$ cat config.mk
export PLATFORM = sky130hd
export DESIGN_NAME = temporizador_descendente
export DESIGN_NICKNAME = d
export VERILOG_FILES = /design/src/rtl/temporizador_pkg.sv /design/src/rtl/temporizador_descendente.sv
export SDC_FILE = /design/constraint.sdc
export NUM_CORES = 1
export LEC_CHECK = 0
export ABC_AREA = 1
export BUFFER_PORTS_ARGS = -buffer_cell sky130_fd_sc_hd__buf_2
export CAP_MARGIN = 20
export CORE_ASPECT_RATIO = 0.8
export CORE_MARGIN = 5
export CORE_UTILIZATION = 30
export DETAILED_ROUTE_END_ITERATION = 6
export HOLD_SLACK_MARGIN = 0.06
export PLACE_DENSITY = 0.51
export RECOVER_POWER = 50
export SKIP_CTS_REPAIR_TIMING = 1
export SLEW_MARGIN = 20
export SYNTH_ARGS = -nofsm -noshare
export SYNTH_HDL_FRONTEND = slang
export SYNTH_SLANG_ARGS = --single-unit
$ cat constraint.sdc
create_clock -name clk -period 1.9 [get_ports clk]
set_input_delay 0.285 -clock clk [delete_from_list [all_inputs] [get_ports clk]]
set_output_delay 0.285 -clock clk [all_outputs]
set_load 0.01 [all_outputs]
$ cat src/rtl/temporizador_pkg.sv
// temporizador_pkg
// Shared definitions for the down-counting timer.
//   state_e    : timer FSM encoding (IDLE / RUN / DONE)
//   DEF_WIDTH  : default counter and preset width
package temporizador_pkg;

  typedef enum logic [1:0] {
    IDLE = 2'b00,
    RUN  = 2'b01,
    DONE = 2'b10
  } state_e;

  localparam int DEF_WIDTH = 8;

endpackage

$ cat src/rtl/temporizador_descendente.sv
// temporizador_descendente
// Loadable down-counting timer with one-shot and periodic (auto-reload) modes.
// A preset is captured into a reload register. On start, the preset is copied into
// count. The count then decrements on enabled ticks. Reaching zero raises a
// terminal-count pulse. It also raises a done pulse unless the timer reloads.
// Ports:
//   clk, reset         : clock, asynchronous active-high reset
//   enable             : tick qualifier, one decrement per enabled cycle
//   load, load_value   : write the reload register (IDLE/DONE only)
//   start, stop        : begin a count / abort a running count
//   auto_reload        : 1 = periodic, 0 = one-shot (sampled every cycle)
//   count              : current count (registered)
//   tc, done           : one-cycle terminal-count / one-shot completion pulses
//   busy, expired      : state levels for RUN / DONE
module temporizador_descendente
  import temporizador_pkg::*;
#(
  parameter int WIDTH = DEF_WIDTH
) (
  input  logic             clk,
  input  logic             reset,
  input  logic             enable,
  input  logic             load,
  input  logic [WIDTH-1:0] load_value,
  input  logic             start,
  input  logic             stop,
  input  logic             auto_reload,
  output logic [WIDTH-1:0] count,
  output logic             tc,
  output logic             done,
  output logic             busy,
  output logic             expired
);

  localparam logic [WIDTH-1:0] ONE  = WIDTH'(1);
  localparam logic [WIDTH-1:0] ZERO = '0;

  state_e           state_q, state_d;
  logic [WIDTH-1:0] count_q, count_d;
  logic [WIDTH-1:0] reload_q, reload_d;
  logic             tc_q, tc_d;
  logic             done_q, done_d;
  logic [WIDTH-1:0] start_val;

  always_ff @(posedge clk or posedge reset) begin
    if (reset) begin
      state_q  <= IDLE;
      count_q  <= '0;
      reload_q <= '0;
      tc_q     <= 1'b0;
      done_q   <= 1'b0;
    end else begin
      state_q  <= state_d;
      count_q  <= count_d;
      reload_q <= reload_d;
      tc_q     <= tc_d;
      done_q   <= done_d;
    end
  end

  always_comb begin
    state_d   = state_q;
    count_d   = count_q;
    reload_d  = reload_q;
    tc_d      = 1'b0;
    done_d    = 1'b0;
    // A same-cycle load overrides the stored reload value for this start.
    start_val = load ? load_value : reload_q;

    unique case (state_q)
      IDLE, DONE: begin
        if (load) reload_d = load_value;
        if (start) begin
          count_d = start_val;
          if (start_val == ZERO) begin
            // A zero preset completes at once. No tick was consumed, so no tc is raised.
            state_d = DONE;
            done_d  = 1'b1;
          end else begin
            state_d = RUN;
          end
        end
      end

      RUN: begin
        if (stop) begin
          state_d = IDLE;
        end else if (enable) begin
          if (count_q > ONE) begin
            count_d = count_q - ONE;
          end else if (count_q == ONE) begin
            count_d = ZERO;
            tc_d    = 1'b1;
            if (!auto_reload) begin
              state_d = DONE;
              done_d  = 1'b1;
            end
          end else if (auto_reload) begin
            // Periodic mode spends one extra tick at zero, so the period is R+1.
            count_d = reload_q;
          end
        end
      end

      default: state_d = IDLE;
    endcase
  end

  assign count   = count_q;
  assign tc      = tc_q;
  assign done    = done_q;
  assign busy    = (state_q == RUN);
  assign expired = (state_q == DONE);

endmodule

==> flow_metrics.env <==
export IMPL_status="finished, final reports clean"
export IMPL_cp_arrival_ns=1.87
export IMPL_overflow=0
export IMPL_p_per_area_nw_per_um2=1410
export IMPL_final_area_um2=1760
export IMPL_drt_iter0_markers=87
export IMPL_post_route_drc_count=0
export IMPL_crit_path_end_kind="register"
export IMPL_gp_congestion=0.851
export IMPL_final_common_cell="nand2_1"
export IMPL_worst_slew_pin_slew_ns=1.14
export IMPL_wl_per_cell_um=11.9
export IMPL_cts_made_buffers=3
export IMPL_period_minus_slack_ns=1.72
export IMPL_drive_gt1_frac=0.204
export IMPL_hold_path_class="input pin to register"
export IMPL_clkSinkCount=20
export IMPL_die_w_um=88.2
export IMPL_die_area_um2=6400
export IMPL_synth_area_top_cells="dfrtp_1 34%, nand2_1 19%, nand3_1 13%"
export IMPL_grt_start_max_net_pins=21
export IMPL_leakagePower_nw=0.958
export IMPL_core_area_um2=4650
export IMPL_grt_total_usage=0.124
export IMPL_hold_ws_ns=0.293
export IMPL_final_cell_mix="73 x nand2_1, 37 x nand3_1, 27 x inv_1"
export IMPL_critPathLaunchType="register"
export IMPL_wl_mm=3.68
export IMPL_io_buffers=26
export IMPL_syn_area_um2=1470
export IMPL_synthesis_nets=235
export IMPL_yosysSeqAreaShare=0.341
export IMPL_tns_ns=0
export IMPL_placed_cell_area_um2=1690
export IMPL_synthCells=218
export IMPL_antenna_left=0
export IMPL_total_power_mw=2.48
export IMPL_relSlewSlack=0.241
export IMPL_fin_skew_ns=0.00935
export IMPL_worstPathRequired_ns=2.05
export IMPL_clk_latency_ns=0.26
export IMPL_antenna_found_initial=0
export IMPL_dpl_hpwl_mm=2.95
export IMPL_fill_cells=515
export IMPL_maxCapViolCount=0
export IMPL_cts_path_max_buffers=2
export IMPL_initial_core_util=0.316
export IMPL_yosysTopAreaCellShare=0.341
export IMPL_die_h_um=72.6
export IMPL_finalNetCount=268
export IMPL_synth_warnings=0
export IMPL_seq_area_um2=500
export IMPL_grt_pass1_wl_mm=6.30
export IMPL_slew_violations=0
export IMPL_p_seq_frac=0.317
export IMPL_row_count=22
export IMPL_htree_levels=1
export IMPL_syn2layout_area_growth_pct=19.9
export IMPL_first_global_vias=1369
export IMPL_p_sw_mw=1.15
export IMPL_max_freq_mhz=580
export IMPL_clk_pin_slew_worst_paths_ns=0.08
export IMPL_cts_tree="done"
export IMPL_pwr_share_clk=0.173
export IMPL_drtPass1Iterations=4
export IMPL_vias=1409
export IMPL_diodes=0
export IMPL_finalCritPeriodShare=0.907
export IMPL_cp_max_fo=10
export IMPL_worstSetupPathType="register to register"
export IMPL_yosys_cell_types_count=25
export IMPL_setup_viol_count_final=0
export IMPL_synth_top_cell_by_area="dfrtp_1"
export IMPL_rsz0062_at_grt="no"
export IMPL_ys_seq_elements=20
export IMPL_vias_per_cell=4.55
export IMPL_root_buffer="clkbuf_8"
export IMPL_irDropWorstVdd_mv=0.467
export IMPL_ios=27
export IMPL_multi_input_area_um2=833
export IMPL_swShare=0.463
export IMPL_p_comb_frac=0.509
export IMPL_p_int_mw=1.33
export IMPL_finalHoldViolCount=0
export IMPL_avgSynthCellArea_um2=6.74
-- registers in the layout (all words and copies together) (netlist names) --
| register | flops |
|---|---|
| count | 8 |
| done | 1 |
| reload_q | 8 |
| state_q | 2 |
| tc | 1 |
-- kinds of logic (layout without fill, tap and decap cells) --
family | after synthesis | after routing | share of synthesized area
simple gates | 141 | 141 | 0.472
flops | 20 | 20 | 0.341
xor+xnor | 1 | 1 | 0.00596
buf+inv | 33 | 65 | 0.0920
compound gates | 21 | 21 | 0.0724
fa+ha+maj | 2 | 2 | 0.0170
-- metrics by stage --
stage          utilization  instances  setup slack (ns)
5_1_grt              0.379        310           0.00198
3_3_place_gp         0.363        305             0.177
3_5_place_dp         0.363        305             0.171
4_1_cts              0.378        309             0.161
6_report             0.379        310             0.176
2_1_floorplan            -        218             0.284
-- synthesized netlist by cell type, drive strengths merged --
cell type	number
nand3	38
a21oi	1
or2	2
buf	3
nor3	2
nor2	19
nand2	79
nand4	1
ha	2
o22ai	1
dfrtp	20
xor2	1
o21ai	19
clkbuf	1
inv	29
-- metal layers --
layer  part of all wire  vias up  routed length [um]  track usage
met4             0.0081        0                  30       0.0336
met2               0.42       26                1550        0.177
li1                   -      761                   -            -
met3              0.054        6                 199       0.0327
met5                  0        -                   0            0
met1               0.52      616                1900        0.184
-- layout make-up --
cell class / instances / share of cell area
multi-input cells: 165 / 0.473
flip-flops and latches: 20 / 0.284
repair buffers: 32 / 0.0966
well taps: 60 / 0.0426
clock buffers: 3 / 0.0234
clock inverters: 1 / 0.0170
inverters: 29 / 0.0632
-- path summary, 6_finish.rpt --
check	from	to	slack (ns)	depth (start not counted)
setup reg to reg	count[0]$_DFFE_PP0P_	count[6]$_DFFE_PP0P_	0.18	9
max in group asynchronous	reset	count[5]$_DFFE_PP0P_	0.30	4
setup / recovery	count[0]$_DFFE_PP0P_	count[6]$_DFFE_PP0P_	0.18	9
hold reg to reg	reload_q[6]$_DFFE_PP0N_	reload_q[6]$_DFFE_PP0N_	0.50	2
min in group asynchronous	reset	tc$_DFF_PP0_	0.91	4
hold / removal	start	state_q[0]$_DFFE_PP0P_	0.29	3
-- power groups by stage --
| stage | sequential, mW | clock, mW | combinational (mW) |
|---|---|---|---|
| 3_3_place_gp | 0.798 | 0 | 1.30 |
| 3_5_place_dp | 0.797 | 0 | 1.29 |
| 4_1_cts | 0.790 | 0.448 | 1.29 |
| 6_report | 0.786 | 0.430 | 1.26 |
| 5_1_grt | 0.821 | 0.463 | 1.47 |
| 2_1_floorplan | 0.781 | 0 | 0.916 |
-- critical path, cell delays in order (launching register included) --
cell	delay, ns
dfrtp_1	0.43
inv_1	0.09
ha_1	0.28
nand2_4	0.10
nor2_8	0.20
nand3_4	0.09
nand2_4	0.15
nand2_4	0.10
nand3_1	0.11
nand2_1	0.06
Power figures use the tool's default switching activity.
